--- src/rtl/audio_softmute_if.sv ---
// Sample/control bundle between the core audio outputs, the soft-mute stage and the DAC.
// The master modport drives samples, enable and mute; the slave modport drives DAC codes and status.
interface audio_softmute_if #(
    parameter int WIDTH     = 16,
    parameter int GAIN_BITS = 8
);
    logic                 ce;
    logic                 mute;
    logic [WIDTH-1:0]     in_l;
    logic [WIDTH-1:0]     in_r;
    logic [WIDTH-1:0]     d_l;
    logic [WIDTH-1:0]     d_r;
    logic                 active;
    logic [GAIN_BITS:0]   gain;

    modport master (
        output ce, mute, in_l, in_r,
        input  d_l, d_r, active, gain
    );

    modport slave (
        input  ce, mute, in_l, in_r,
        output d_l, d_r, active, gain
    );
endinterface

--- src/rtl/audio_softmute.sv ---
// Click-free soft mute: a linear gain ramp with power-up holdoff, applied to both channels,
// followed by signed-to-offset-binary conversion for the DAC. Two ce ticks of datapath latency.
module audio_softmute #(
    parameter int WIDTH     = 16,
    parameter int GAIN_BITS = 8,
    parameter int STEP_DIV  = 256,
    parameter int HOLDOFF   = 65536
) (
    input  logic          clk,
    input  logic          reset_n,
    audio_softmute_if.slave bus
);
    localparam int HOLD_W = (HOLDOFF > 1) ? $clog2(HOLDOFF) : 1;
    localparam int STEP_W = (STEP_DIV > 1) ? $clog2(STEP_DIV) : 1;
    localparam int PROD_W = WIDTH + GAIN_BITS + 1;

    localparam logic [GAIN_BITS:0] GAIN_ZERO = {(GAIN_BITS+1){1'b0}};
    localparam logic [GAIN_BITS:0] GAIN_ONE  = {{GAIN_BITS{1'b0}}, 1'b1};
    localparam logic [GAIN_BITS:0] GAIN_MAX  = {1'b1, {GAIN_BITS{1'b0}}};
    localparam logic [HOLD_W-1:0]  HOLD_ZERO = {HOLD_W{1'b0}};
    localparam logic [HOLD_W-1:0]  HOLD_ONE  = HOLD_W'(1);
    localparam logic [HOLD_W-1:0]  HOLD_LAST = HOLD_W'(HOLDOFF - 1);
    localparam logic [STEP_W-1:0]  STEP_ZERO = {STEP_W{1'b0}};
    localparam logic [STEP_W-1:0]  STEP_ONE  = STEP_W'(1);
    localparam logic [STEP_W-1:0]  STEP_LAST = STEP_W'(STEP_DIV - 1);
    localparam logic [WIDTH-1:0]   MIDSCALE  = {1'b1, {(WIDTH-1){1'b0}}};

    typedef enum logic [2:0] {
        ST_MUTED     = 3'd0,
        ST_HOLDOFF   = 3'd1,
        ST_RAMP_UP   = 3'd2,
        ST_RUN       = 3'd3,
        ST_RAMP_DOWN = 3'd4
    } state_t;

    state_t              state_r, state_s;
    logic [GAIN_BITS:0]  gain_r, gain_s;
    logic [HOLD_W-1:0]   hold_cnt_r, hold_cnt_s;
    logic [STEP_W-1:0]   step_cnt_r, step_cnt_s;
    logic                active_r, active_s;
    logic                step_done_s;

    logic signed [WIDTH-1:0]  s1_l_r, s1_r_r;
    logic [GAIN_BITS:0]       s1_gain_r;
    logic signed [PROD_W-1:0] gain_ext_s, prod_l_s, prod_r_s;
    logic [WIDTH-1:0]         d_l_r, d_r_r, d_l_s, d_r_s;
    logic                     unused_s;

    // Next-state, gain step and counter logic for the mute sequencer.
    always_comb begin
        state_s     = state_r;
        gain_s      = gain_r;
        hold_cnt_s  = hold_cnt_r;
        step_cnt_s  = step_cnt_r;
        step_done_s = (step_cnt_r == STEP_LAST);
        case (state_r)
            ST_MUTED: begin
                gain_s     = GAIN_ZERO;
                hold_cnt_s = HOLD_ZERO;
                if (!bus.mute) begin
                    state_s = ST_HOLDOFF;
                end else begin
                    state_s = ST_MUTED;
                end
            end
            ST_HOLDOFF: begin
                gain_s = GAIN_ZERO;
                if (bus.mute) begin
                    state_s = ST_MUTED;
                end else if (hold_cnt_r == HOLD_LAST) begin
                    state_s = ST_RAMP_UP;
                end else begin
                    hold_cnt_s = hold_cnt_r + HOLD_ONE;
                end
            end
            ST_RAMP_UP: begin
                if (bus.mute) begin
                    state_s = ST_RAMP_DOWN;
                end else if (gain_r == GAIN_MAX) begin
                    state_s = ST_RUN;
                end else if (step_done_s) begin
                    gain_s     = gain_r + GAIN_ONE;
                    step_cnt_s = STEP_ZERO;
                    if (gain_r == (GAIN_MAX - GAIN_ONE)) begin
                        state_s = ST_RUN;
                    end else begin
                        state_s = ST_RAMP_UP;
                    end
                end else begin
                    step_cnt_s = step_cnt_r + STEP_ONE;
                end
            end
            ST_RUN: begin
                gain_s = GAIN_MAX;
                if (bus.mute) begin
                    state_s = ST_RAMP_DOWN;
                end else begin
                    state_s = ST_RUN;
                end
            end
            ST_RAMP_DOWN: begin
                if (!bus.mute) begin
                    state_s = ST_RAMP_UP;
                end else if (gain_r == GAIN_ZERO) begin
                    state_s = ST_MUTED;
                end else if (step_done_s) begin
                    gain_s     = gain_r - GAIN_ONE;
                    step_cnt_s = STEP_ZERO;
                    if (gain_r == GAIN_ONE) begin
                        state_s = ST_MUTED;
                    end else begin
                        state_s = ST_RAMP_DOWN;
                    end
                end else begin
                    step_cnt_s = step_cnt_r + STEP_ONE;
                end
            end
            default: begin
                state_s    = ST_MUTED;
                gain_s     = GAIN_ZERO;
                hold_cnt_s = HOLD_ZERO;
            end
        endcase
        // Every state entry restarts the step divider.
        if (state_s != state_r) begin
            step_cnt_s = STEP_ZERO;
        end else begin
            step_cnt_s = step_cnt_s;
        end
        active_s = (state_s == ST_RAMP_UP) || (state_s == ST_RUN) || (state_s == ST_RAMP_DOWN);
    end

    // Sequencer state, gain and counter registers, advanced on ce only.
    always_ff @(posedge clk or negedge reset_n) begin
        if (!reset_n) begin
            state_r    <= ST_MUTED;
            gain_r     <= GAIN_ZERO;
            hold_cnt_r <= HOLD_ZERO;
            step_cnt_r <= STEP_ZERO;
            active_r   <= 1'b0;
        end else if (bus.ce) begin
            state_r    <= state_s;
            gain_r     <= gain_s;
            hold_cnt_r <= hold_cnt_s;
            step_cnt_r <= step_cnt_s;
            active_r   <= active_s;
        end
    end

    // Gain multiply with floor division by unity, then MSB flip to offset binary.
    always_comb begin
        gain_ext_s = PROD_W'($signed({1'b0, s1_gain_r}));
        prod_l_s   = PROD_W'(s1_l_r) * gain_ext_s;
        prod_r_s   = PROD_W'(s1_r_r) * gain_ext_s;
        d_l_s      = {~prod_l_s[GAIN_BITS+WIDTH-1], prod_l_s[GAIN_BITS+WIDTH-2:GAIN_BITS]};
        d_r_s      = {~prod_r_s[GAIN_BITS+WIDTH-1], prod_r_s[GAIN_BITS+WIDTH-2:GAIN_BITS]};
        unused_s   = ^{prod_l_s[PROD_W-1], prod_l_s[GAIN_BITS-1:0],
                       prod_r_s[PROD_W-1], prod_r_s[GAIN_BITS-1:0]};
    end

    // Two-stage sample pipeline; both channels share the same captured gain.
    always_ff @(posedge clk or negedge reset_n) begin
        if (!reset_n) begin
            s1_l_r    <= {WIDTH{1'b0}};
            s1_r_r    <= {WIDTH{1'b0}};
            s1_gain_r <= GAIN_ZERO;
            d_l_r     <= MIDSCALE;
            d_r_r     <= MIDSCALE;
        end else if (bus.ce) begin
            s1_l_r    <= bus.in_l;
            s1_r_r    <= bus.in_r;
            s1_gain_r <= gain_r;
            d_l_r     <= d_l_s;
            d_r_r     <= d_r_s;
        end
    end

    assign bus.d_l    = d_l_r;
    assign bus.d_r    = d_r_r;
    assign bus.active = active_r;
    assign bus.gain   = gain_r;
endmodule
--- src/flat_wrapper.sv ---
// flat-port wrapper written by rule: the top's interface ports become plain ports
module audio_softmute_flat 
#(
    parameter int WIDTH     = 16,
    parameter int GAIN_BITS = 8,
    parameter int STEP_DIV  = 256,
    parameter int HOLDOFF   = 65536
)
  (clk, reset_n, bus_ce, bus_mute, bus_in_l, bus_in_r, bus_d_l, bus_d_r, bus_active, bus_gain);
  audio_softmute_if #(.WIDTH(WIDTH), .GAIN_BITS(GAIN_BITS)) bus_i ();
  input  logic clk;
  input  logic reset_n;
  input wire logic [$bits(bus_i.ce)-1:0] bus_ce;
  input wire logic [$bits(bus_i.mute)-1:0] bus_mute;
  input wire logic [$bits(bus_i.in_l)-1:0] bus_in_l;
  input wire logic [$bits(bus_i.in_r)-1:0] bus_in_r;
  output wire logic [$bits(bus_i.d_l)-1:0] bus_d_l;
  output wire logic [$bits(bus_i.d_r)-1:0] bus_d_r;
  output wire logic [$bits(bus_i.active)-1:0] bus_active;
  output wire logic [$bits(bus_i.gain)-1:0] bus_gain;
  assign bus_i.ce = bus_ce;
  assign bus_i.mute = bus_mute;
  assign bus_i.in_l = bus_in_l;
  assign bus_i.in_r = bus_in_r;
  assign bus_d_l = bus_i.d_l;
  assign bus_d_r = bus_i.d_r;
  assign bus_active = bus_i.active;
  assign bus_gain = bus_i.gain;
  audio_softmute #(.WIDTH(WIDTH), .GAIN_BITS(GAIN_BITS), .STEP_DIV(STEP_DIV), .HOLDOFF(HOLDOFF)) u_core (.clk(clk), .reset_n(reset_n), .bus(bus_i));
endmodule
--- config.mk ---
export PLATFORM = sky130hd
export DESIGN_NAME = audio_softmute_flat
export DESIGN_NICKNAME = d
export VERILOG_FILES = /design/src/rtl/audio_softmute_if.sv /design/src/rtl/audio_softmute.sv /design/src/flat_wrapper.sv
export SDC_FILE = /design/constraint.sdc
export NUM_CORES = 1
export LEC_CHECK = 0
export BUFFER_PORTS_ARGS = -buffer_cell sky130_fd_sc_hd__buf_2
export CORE_MARGIN = 2
export CORE_UTILIZATION = 55
export CTS_CLUSTER_SIZE = 16
export DETAILED_ROUTE_END_ITERATION = 12
export MAX_ROUTING_LAYER = met4
export PLACE_DENSITY = 0.74
export RECOVER_POWER = 50
export SLEW_MARGIN = 40
export SYNTH_ARGS = -nofsm -noshare
export SYNTH_HDL_FRONTEND = slang
export SYNTH_SLANG_ARGS = --single-unit
--- constraint.sdc ---
create_clock -name clk -period 8.76 [get_ports clk]
set_clock_uncertainty 0.1 [all_clocks]
set_input_delay 0.876 -clock clk [delete_from_list [all_inputs] [get_ports clk]]
set_output_delay 0.876 -clock clk [all_outputs]
set_load 0.1 [all_outputs]
Word-level counts from Yosys, hierarchy flattened
Cells that the tools add are included.
{"block": "classes", "n_mul": 2, "add_sub_neg": 4, "n_reduce_logical": 9, "bitwise": 3, "mux": 30, "n_eq_ne": 25}
{"cell": "9-bit 2-to-1 mux", "count": 6}
{"cell": "16-bit by 10-bit multiplier with 24-bit output", "count": 2}
{"cell": "8-bit 2-to-1 mux", "count": 6}
{"cell": "16-bit 2-to-1 mux", "count": 2}
{"cell": "16-bit case mux with 2 select lines", "count": 1}
{"cell": "3-bit 2-to-1 mux", "count": 10}
{"cell": "9-bit case mux with 3 select lines", "count": 1}
{"cell": "16-bit by 1-bit adder with 16-bit output, second input constant", "count": 1}
{"cell": "16-bit == test, second input constant", "count": 1}
{"cell": "8-bit case mux with 2 select lines", "count": 1}
{"cell": "3-bit case mux with 5 select lines", "count": 1}
{"cell": "3-bit by 2-bit == test with 1-bit output, second input constant", "count": 4}
{"cell": "2-bit != test, second input constant", "count": 6}
{"cell": "9-bit by 1-bit adder with 9-bit output, second input constant", "count": 1}
{"cell": "9-bit by 1-bit == test with 1-bit output, second input constant", "count": 1}
{"cell": "9-bit by 8-bit == test with 1-bit output, second input constant", "count": 1}
{"cell": "9-bit == test, second input constant", "count": 1}
{"cell": "9-bit zero test", "count": 1}
{"cell": "9-bit by 1-bit subtractor with 9-bit output, second input constant", "count": 1}
{"cell": "8-bit by 1-bit adder with 8-bit output, second input constant", "count": 1}
{"cell": "8-bit == test, second input constant", "count": 1}
{"cell": "7-bit AND reduction", "count": 1}
{"cell": "3-bit == test, second input constant", "count": 2}
{"cell": "3-bit by 2-bit != test with 1-bit output, second input constant", "count": 2}
{"cell": "other kinds (12)", "count": 18}
{"block": "word_totals", "word_cells": 83, "in_bits": 36, "register_bits": 110, "output_inout_bits": 42}

Logic depth before layout (Yosys ltp)
Gate-level depths: netlist (run 1).
{"block": "logic_depth", "ltp_word": 9, "depth_mapped": 21}

Worst setup path before layout (run 1)
No wires, ideal clock.
{"block": "synth_path", "kind": "register to register", "from": "register u_core.s1_gain_r[1]", "to": "register u_core.d_l_r[15] (netlist: u_core.bus.d_l[15])", "setup_slack_ns": 3.182, "path_buffers": 1, "stages_incl_launch_ff": 21, "period_less_slack_ns": 5.578, "arrival_time_ns": 5.401, "path_cell_list": "dfrtp_1 -> clkbuf_1 -> nand2_1 -> fa_1 -> inv_1 -> fa_1 -> inv_1 -> fa_1 -> inv_1 -> fa_1 -> inv_1 -> fa_1 -> inv_1 -> ha_1 -> o211ai_1 -> or3_1 -> a31o_2 -> a211oi_2 -> nor3_1 -> or3_1 -> a31oi_1"}
{"block": "synth_between", "elab_chain_len": 2}
{"element": "start: declaration", "line_no": "audio_softmute.sv:44", "text": "logic [GAIN_BITS:0] s1_gain_r;"}
{"element": "start signal: assignment", "line_no": "audio_softmute.sv:172", "text": "s1_gain_r <= gain_r;"}
{"element": "16-bit by 10-bit multiplier with 24-bit output", "line_no": "audio_softmute.sv:153", "text": "prod_l_s = PROD_W'(s1_l_r) * gain_ext_s;"}
{"element": "1-bit inverter", "line_no": "audio_softmute.sv:155", "text": "d_l_s = {~prod_l_s[GAIN_BITS+WIDTH-1], prod_l_s[GAIN_BITS+WIDTH-2:GAIN_BITS]};"}
{"element": "end signal: assignment", "line_no": "audio_softmute.sv:173", "text": "d_l_r <= d_l_s;"}
{"element": "end: declaration", "line_no": "audio_softmute.sv:46", "text": "logic [WIDTH-1:0] d_l_r, d_r_r, d_l_s, d_r_s;"}
No other way between the ends.
A chain may end at the register's enable or synchronous reset.

Final worst setup path (run 1)
{"block": "layout_path", "from": "input port bus_ce", "to": "register u_core.hold_cnt_r[5]"}
{"block": "layout_between", "elab_chain_len": 1}
{"element": "start: declaration", "line_no": "flat_wrapper.sv:13", "text": "input wire logic [$bits(bus_i.ce)-1:0] bus_ce;"}
{"element": "4-bit AND reduction (no line)"}
{"element": "end signal: assignment", "line_no": "audio_softmute.sv:144", "text": "hold_cnt_r <= hold_cnt_s;"}
{"element": "end: declaration", "line_no": "audio_softmute.sv:38", "text": "logic [HOLD_W-1:0] hold_cnt_r, hold_cnt_s;"}
No other way between the ends.

==> reports/qor.csv, run 1 <==
metric,value,unit
Avg Inst Size Synth,9.44,sq um
Crit Path Class,in -> reg,
R2R Setup Slk,2.62,ns
busiest layer in global routing,met2,
GRT overflow,0,
DRC Markers,0,
Max Buffers Root-to-Sink,2,
Sw Share,52.7,%
Reg power frac,27.1,%
via count,10500,
syn_nets,1910,
most frequent cells in the layout,"inv_1, fa_1, nand2_1",
failing checks,"capacitance limit, slew limit",
GRT Util Overall,23.8,%
WHS,0.392,ns
post-route cell area,15400,sq um
drt wl/cell,15.8,um
period utilization,76.3,%
mux cell area share after synthesis,5.03,%
PD cells,176,nW/um^2
Clock Sinks,110,
initial antenna violation count,0,
Reg-to-Reg Start,u_core.s1_gain_r[1],
"critical path fanouts, max",83,
RSZ-0062 raised after global routing,no,
mapped cell area,14500,sq um
Pins Over Slew Limit,117,
number of synthesis warnings,0,
# rows,59,
"commonest non-fill, non-tap cell in the layout",inv_1,
CTS tree,built,
ratio of cells with drive above 1 in the final layout,11.9,%
vias in the first global route,11200,
largest family of logic cells by synthesized area,adder cells,
CTS resizes,0,
# hold bufs at CTS,0,
Worst IR Drop VDD,0.163,mV
Max-cap violations,2,
Detail Route Antenna Nets,0,
post-synth top area share,31.4,%
htree depth,3,
top-level I/O count,78,
register area share after synthesis,18.9,%
Starting Density,56.0,%
CP Launch Type,input pin,
Static Leak,8.08,nW
Post-synth ARST share,100,%
cells after synthesis,1540,
worst hold start,u_core.bus.d_l[6],
# Post-CTS Setup Buffers,0,
dpl hpwl,22.4,mm
diode count,0,
Post-Synth XOR/XNOR Area,3.43,%
CP Capture Type,flop,
drt pass-1 iters,5,
Starting DRT DRC Count,561,
Post-Synth Simple-Gate Area,16.3,%
Slew HR,-200,%
die width,167,um
main area contributors after synthesis,"fa_1, dfrtp_1, ha_1",
die height,167,um
WHS Endpoint,u_core.bus.d_l[6],
RePlAce Congestion,0.870,
Final nets,1925,
Area after DPL,15100,sq um
Netlist cell types,67,
Final Critical Period,6.68,ns
full die area,27800,sq um
met1 GRT Util,30.0,%
number of flops mapped to enable cells by yosys,0,
clock power share,17.0,%
Switch Pwr,1.43,mW
first-pass GRT wire length,52.6,mm
Reg2Reg Depth,20,
clk_lat worst skew,0.38,ns
Yosys reg bits,110,
Critical Path AT,6.83,ns
Final Hold Fails,0,
"area leader, netlist",fa_1,
largest net degree at the start of global routing,84,
core area,26000,sq um
final setup vio count,0,
number of CTS-inserted buffers,9,
Hold WC Path Type,reg -> reg,
"CTS clk-pin slew, worst paths",0.10,ns
status,"complete, but fails checks",
Worst Tran Pin Value,4.50,ns
adder and majority gate portion of the synthesized area,40.5,%
Layout area overhead,6.10,%
top_reg_cell synth,dfrtp_1,
GR Util met3,2.90,%
met2 usage in global routing,41.3,%
drt total wl,30.0,mm
"Data required, critical path",8.91,ns
PortBufs,77,
f_max,150,MHz
final setup TNS,0,ns
vias per cell,5.54,
post-synthesis compound-gate area fraction,6.61,%
combinational fraction of design power,55.8,%
worst r2r dst,u_core.bus.d_l[15],
Worst Hold Depth,1,
Root Buffer,clkbuf_16,
internal power,1.28,mW
## registers in the layout, indices dropped and copies added (netlist names), 8 cells and up
signal and cells:
u_core.bus.d_l 16, u_core.bus.d_r 16, u_core.hold_cnt_r 16, u_core.s1_l_r 16
u_core.s1_r_r 16, u_core.bus.gain 9, u_core.s1_gain_r 9, u_core.step_cnt_r 8
## cell families after synthesis
| family | count (synthesis) |
|---|---|
| xor gates and xnor gates | 57 |
| muxes | 65 |
| AOI/OAI and AO/OA | 148 |
| and+or+nand+nor | 474 |
| adders and majority gates | 334 |
| buffers and inverters | 352 |
| DFF | 110 |
## critical path, cell delays in order
cell and delay, ns:
clkbuf_1 3.11, clkinv_2 1.74, nor2_2 0.93, nor2_1 0.12
## metal layers
layer  vias up  share of wire, %
met5         -                 0
met4         0               1.9
met3        48               4.2
met2       230                52
met1      5382                42
li1       4837                 -
## how the worst max path moves through the flow
stage / slack [ns] / cells after the start / end / start
4_1_cts: 2.67 / 20 / u_core.bus.d_l[15] / u_core.s1_gain_r[1]
3_3_place_gp: 2.50 / 19 / u_core.bus.d_l[15] / u_core.s1_gain_r[2]
5_1_grt: 1.29 / 4 / u_core.hold_cnt_r[5] / bus_ce
2_1_floorplan: 3.18 / 20 / u_core.bus.d_l[15] / u_core.s1_gain_r[1]
3_5_place_dp: 2.69 / 20 / u_core.bus.d_l[15] / u_core.s1_gain_r[1]
6_report: 2.08 / 4 / u_core.hold_cnt_r[5] / bus_ce
## through the flow
| step | cells | total power [mW] | utilization (%) | setup slack (ns) |
|---|---|---|---|---|
| 6_report | 1895 | 2.71 | 59.4 | 2.08 |
| 5_1_grt | 1895 | 2.92 | 59.4 | 1.29 |
| 4_1_cts | 1895 | 2.74 | 59.4 | 2.67 |
| 3_5_place_dp | 1879 | 2.27 | 58.1 | 2.69 |
| 3_3_place_gp | 1879 | 2.23 | 58.1 | 2.50 |
| 2_1_floorplan | 1540 | 1.97 | - | 3.18 |
## synth_stat cells (21+ instances only)
master	count
fa_1	228
xnor2_1	47
inv_1	271
clkbuf_1	70
o21ai_0	37
nand2_1	182
a21oi_1	38
and2_1	144
nor2_1	51
nand3_1	21
mux2_2	65
nor3_1	22
dfrtp_1	108
ha_1	106
## power by group through the flow
stage / Combinational (mW) / Sequential [mW] / Clock, mW
global route: 1.67 / 0.754 / 0.490
finish: 1.51 / 0.735 / 0.461
global placement: 1.49 / 0.742 / 0
CTS: 1.53 / 0.735 / 0.476
detailed placement: 1.52 / 0.744 / 0
floorplan: 0.757 / 1.21 / 0
## final cells by class
type                    count  area, sq um
multi-input cells        1078        10500
clock buffers               9          225
repair buffers             84          442
clock inverters             7          104
inverters                 272         1020
fillers                  2265        10600
well taps                 335          419
flip-flops and latches    110         2760
Power figures use the tool's default switching activity.
==> run 2, diff against run 1 <==
==> constraint.sdc (replaced) <==
create_clock -name clk -period 6.8 [get_ports clk]
set_clock_uncertainty 0.1 [all_clocks]
set_input_delay 0.68 -clock clk [delete_from_list [all_inputs] [get_ports clk]]
set_output_delay 0.68 -clock clk [all_outputs]
set_load 0.1 [all_outputs]
==> run 2 against run 1 <==
  * The run still ends with capacitance limit, slew limit left
  * Critical path type is now reg -> reg
  * Core utilization grew 0.11 points
  * Hold slack worse by 0.0031 ns
  * Clock power rose by 29%
  * Sequential cell count is the same
==> reports/qor.csv, run 2 (synthesis results as in run 1) <==
metric,value,unit,change
CTS resizes,0,,unchanged
CP Launch Type,flop,,
Starting DRT DRC Count,627,,+12%
Worst IR Drop VDD,0.208,mV,+27%
"critical path fanouts, max",17,,-80%
failing checks,"capacitance limit, slew limit",,
Detail Route Antenna Nets,0,,unchanged
f_max,161,MHz,
# hold bufs at CTS,0,,unchanged
WHS,0.388,ns,-0.00309 ns
Starting Density,56.0,%,unchanged
Pwr Total,3.50,mW,+29%
RePlAce Congestion,0.896,,+3.1%
via count,10500,,-0.35%
RSZ-0062 raised after global routing,no,,
ratio of cells with drive above 1 in the final layout,12.3,%,+0.41 points
final setup vio count,0,,unchanged
met2 WL,15.4,mm,-1.2%
Critical Path AT,6.38,ns,-0.45 ns
Clock Sinks,110,,unchanged
worst hold start,u_core.step_cnt_r[7],,
post-route cell area,15500,sq um,+0.19%
final setup TNS,0,ns,unchanged
core area,26000,sq um,unchanged
most frequent cells in the layout,"inv_1, fa_1, nand2_1",,
vias per cell,5.51,,-0.61%
PD cells,226,nW/um^2,+29%
drt wl/cell,15.9,um,+0.35%
GRT overflow,0,,unchanged
htree depth,3,,unchanged
diode count,0,,unchanged
Static Leak,8.10,nW,+0.25%
vias in the first global route,11000,,-1.8%
CTS tree,built,,
max layer used,met4,,
Reg-to-Reg Start,u_core.s1_gain_r[1],,
DRC Markers,0,,unchanged
die width,167,um,unchanged
met3 WL,1.41,mm,+12%
# Post-CTS Setup Buffers,0,,unchanged
full die area,27800,sq um,unchanged
Pins Over Slew Limit,124,,+6.0%
# rows,59,,unchanged
Layout area overhead,6.30,%,
Final nets,1930,,+0.26%
Final Critical Period,6.22,ns,
number of CTS-inserted buffers,9,,unchanged
CP Capture Type,flop,,
Root Buffer,clkbuf_16,,
GRT Util Overall,23.9,%,+0.092 points
Area after DPL,15100,sq um,+0.23%
Final Hold Fails,0,,unchanged
Max-cap violations,2,,unchanged
"CTS clk-pin slew, worst paths",0.09,ns,about the same
period utilization,91.5,%,
crit path launch,u_core.s1_gain_r[1],,
status,"complete, but fails checks",,
initial antenna violation count,0,,unchanged
Slew HR,-196,%,+3.3 points
die height,167,um,unchanged
Worst Tran Pin Value,4.45,ns,-0.0498 ns
clk_lat worst skew,0.38,ns,about the same
dpl hpwl,22.6,mm,+1.2%
"commonest non-fill, non-tap cell in the layout",inv_1,,
largest net degree at the start of global routing,84,,unchanged
top-level I/O count,78,,unchanged
Crit Path Class,reg -> reg,,
Hold WC Path Type,reg -> reg,,
drt total wl,30.2,mm,+0.61%
first-pass GRT wire length,52.6,mm,about the same
PortBufs,77,,unchanged
"Data required, critical path",6.96,ns,-1.95 ns
wl on met1,12.8,mm,+1.8%
Max Buffers Root-to-Sink,2,,unchanged
drt pass-1 iters,5,,unchanged
[run 2: routing by layer]
metal	vias up	track usage (%)
li1	4847	-
met1	5313	31.1
met2	261	40.6
met3	39	2.45
met4	0	6.00
met5	-	-
[run 2: path summary, 6_finish.rpt]
check	depth (start not counted)	end	slack, ns
min	1	u_core.step_cnt_r[7]	0.39
min reg2reg	1	u_core.step_cnt_r[7]	0.39
min in group asynchronous	1	u_core.bus.d_r[14]	0.79
max reg2reg	19	u_core.bus.d_l[15]	0.58
max in group asynchronous	2	u_core.s1_gain_r[2]	4.25
max	19	u_core.bus.d_l[15]	0.58
[run 2: cell type report]
class,count,area [sq um]
Clock inverter,7,96.3
Inverter,272,1020
Tap cell,335,419
Fill cell,2212,10500
Multi-Input combinational cell,1078,10500
Timing Repair Buffer,89,477
Clock buffer,9,225
Sequential cell,110,2760
[run 2: per-stage QoR]
stage / setup WS [ns] / utilization (%) / instances
floorplan: 1.22 / - / 1540
global placement: 0.677 / 58.2 / 1884
detailed placement: 0.514 / 58.3 / 1884
CTS: 0.485 / 59.5 / 1900
global route: 0.279 / 59.5 / 1900
finish: 0.577 / 59.5 / 1900
[run 2: worst max-delay path: stages, from the launching register on]
cell and delay [ns]:
dfrtp_1 0.81, nand2_1 0.17, fa_1 0.57, inv_1 0.05, fa_1 0.50, inv_1 0.05
fa_1 0.53, inv_1 0.05, fa_1 0.48, inv_1 0.05, fa_1 0.47, inv_1 0.04
ha_1 0.37, o211ai_1 0.14, or3_1 0.44, a31o_2 0.29, a211oi_2 0.34, nor3_1 0.13
or3_1 0.34, a31oi_1 0.17
[run 2: power by group]
| group | switching (mW) | internal [mW] |
|---|---|---|
| registers | 0.171 | 0.791 |
| logic | 1.35 | 0.591 |
| clock network | 0.322 | 0.273 |
| total | 1.85 | 1.65 |
==> run 3, diff against run 2 <==
==> constraint.sdc (replaced) <==
create_clock -name clk -period 6.9 [get_ports clk]
set_clock_uncertainty 0.1 [all_clocks]
set_input_delay 0.345 -clock clk [delete_from_list [all_inputs] [get_ports clk]]
set_output_delay 0.345 -clock clk [all_outputs]
set_load 0.1 [all_outputs]
==> run 3 against run 2 <==
  * The flow still finishes with violations (capacitance limit, slew limit)
  * Via count fell by 0.43%
  * Non-clock buffer count is 2 higher
  * Register-to-register slack better by 0.10 ns
  * First-iteration DRC count down 28%
  * Clock power fell by 3%
  * Largest power group unchanged
  * Count of clock-buffer cells in the layout did not move
  * Hold slack worse by 0.29 ns
  * Sequential cell count unchanged
  * Critical endpoint unchanged
  * Maximum frequency barely moved
  * Largest cell class unchanged
  * Total power down 2.3%
  * Wire length down 0.37%
==> reports/qor.csv, run 3 (synthesis results as in run 1) <==
metric,value,unit,change
Critical Path AT,6.38,ns,about the same
"commonest non-fill, non-tap cell in the layout",inv_1,,
PD cells,222,nW/um^2,-2.2%
Final Hold Fails,0,,unchanged
drt pass-1 iters,5,,unchanged
first-pass GRT wire length,52.5,mm,-0.14%
GRT overflow,0,,unchanged
Static Leak,7.99,nW,-1.3%
vias per cell,5.48,,-0.53%
CP Launch Type,flop,,
die height,167,um,unchanged
GRT Util Overall,23.9,%,-0.050 points
R2R Setup Slk,0.68,ns,+0.10 ns
final setup vio count,0,,unchanged
Clock Sinks,110,,unchanged
ratio of cells with drive above 1 in the final layout,10.0,%,-2.2 points
most frequent cells in the layout,"inv_1, fa_1, nand2_1",,
cells along the critical path,nand2_1 -> fa_1 -> inv_1 -> fa_1 -> inv_1 -> fa_1 -> inv_1 -> fa_1 -> inv_1 -> fa_1 -> inv_1 -> ha_1 -> o211ai_1 -> or3_1 -> a31o_2 -> a211oi_2 -> nor3_1 -> or3_1 -> a31oi_1,,
Starting Density,56.0,%,unchanged
Final Critical Period,6.22,ns,-0.00273 ns
"CTS clk-pin slew, worst paths",0.09,ns,about the same
Max-cap violations,2,,unchanged
via count,10400,,-0.43%
pre-CTS setup slack,0.675,ns,+0.161 ns
"slowest stage delay, CP",0.87,ns,+0.06 ns
core area,26000,sq um,unchanged
worst r2r dst,u_core.bus.d_l[15],,
WHS,0.0945,ns,-0.294 ns
Reg-to-Reg Start,u_core.s1_gain_r[1],,
drt total wl,30.1,mm,-0.37%
Pins Over Slew Limit,124,,unchanged
Detail Route Antenna Nets,0,,unchanged
RSZ-0062 raised after global routing,no,,
Root Buffer,clkbuf_16,,
top-level I/O count,78,,unchanged
drt wl/cell,15.8,um,-0.47%
final setup TNS,0,ns,unchanged
Starting DRT DRC Count,450,,-28%
period utilization,90.1,%,-1.4 points
die width,167,um,unchanged
Worst IR Drop VDD,0.195,mV,-6.3%
diode count,0,,unchanged
Max Buffers Root-to-Sink,2,,unchanged
Worst Tran Pin Value,4.52,ns,+0.0744 ns
CTS tree,built,,
CP Capture Type,flop,,
Final nets,1932,,+0.10%
CTS resizes,0,,unchanged
worst setup path endpoint,u_core.bus.d_l[15],,
full die area,27800,sq um,unchanged
Slew HR,-201,%,-5.0 points
# rows,59,,unchanged
Hold WC Path Type,in -> reg,,
dpl hpwl,22.4,mm,-1.3%
initial antenna violation count,0,,unchanged
Setup WS post-layout,0.680,ns,+0.103 ns
crit path launch,u_core.s1_gain_r[1],,
number of CTS-inserted buffers,9,,unchanged
"Data required, critical path",7.06,ns,+0.10 ns
Slowest cell on crit path,dfrtp_1,,
RePlAce Congestion,0.908,,+1.3%
Reg2Reg Depth,19,,unchanged
Crit Path Class,reg -> reg,,
htree depth,3,,unchanged
clk_lat worst skew,0.38,ns,about the same
PortBufs,77,,unchanged
vias in the first global route,11000,,-0.47%
status,"complete, but fails checks",,
f_max,161,MHz,about the same
DRC Markers,0,,unchanged
largest net degree at the start of global routing,84,,unchanged
Pwr Total,3.42,mW,-2.3%
failing checks,"capacitance limit, slew limit",,
Layout area overhead,6.11,%,
"critical path fanouts, max",24,,+7
==> run 3: worst max-delay path, delay by kind of cell, from the launching register on <==
| family | cells | cell delay [ns] |
|---|---|---|
| AO/OA/AOI/OAI | 4 | 0.94 |
| AND/OR/NAND/NOR | 4 | 1.04 |
| flip-flops | 1 | 0.87 |
| adder cells (fa/ha/maj) | 6 | 2.90 |
| buffers and inverters | 5 | 0.24 |
==> run 3: area by class of cell <==
cell class	instances	area, sq um
Timing Repair Buffer	91	452
Fill cell	2230	10600
Clock buffer	9	225
Multi-Input combinational cell	1078	10500
Sequential cell	110	2760
Tap cell	335	419
Clock inverter	7	96.3
Inverter	272	1020
==> run 3: power by group <==
part	switching [mW]	internal, mW	leakage [nW]
registers	0.149	0.780	1.39
clock network	0.311	0.269	0.156
logic	1.35	0.558	6.44
==> run 3: how the worst min path moves through the flow <==
stage,start,end,slack (ns),cells after the start
global placement,reset_n,u_core.bus.d_r[14],0.24,1
global route,bus_in_r[10],u_core.s1_r_r[10],0.09,2
detailed placement,reset_n,u_core.bus.d_r[14],0.25,1
floorplan,reset_n,u_core.bus.active,-0.05,0
CTS,bus_in_r[9],u_core.s1_r_r[9],0.08,2
finish,bus_in_r[9],u_core.s1_r_r[9],0.09,2
==> run 3: layer usage <==
metal  up-vias  track usage, %  share of wire, %  wire length, um
li1       4857               -                 -                -
met1      5329            31.0                43            13100
met2       204            40.5                51            15300
met3        25            2.83               4.2             1260
met4         0            5.43               1.5              454
met5         -               -                 0                0
==> run 3: per-stage QoR <==
stage	area, sq um	cells	utilization [%]
after detailed placement	15100	1885	58.3
after global routing	15400	1902	59.4
after global placement	15100	1885	58.2
final	15400	1902	59.4
after floorplan	14500	1540	-
after CTS	15500	1902	59.6
==> run 3: what timing repair did <==
item,in CTS,in global routing
setup buffers,0,0
hold endpoints to repair,37,0
hold buffers,1,0
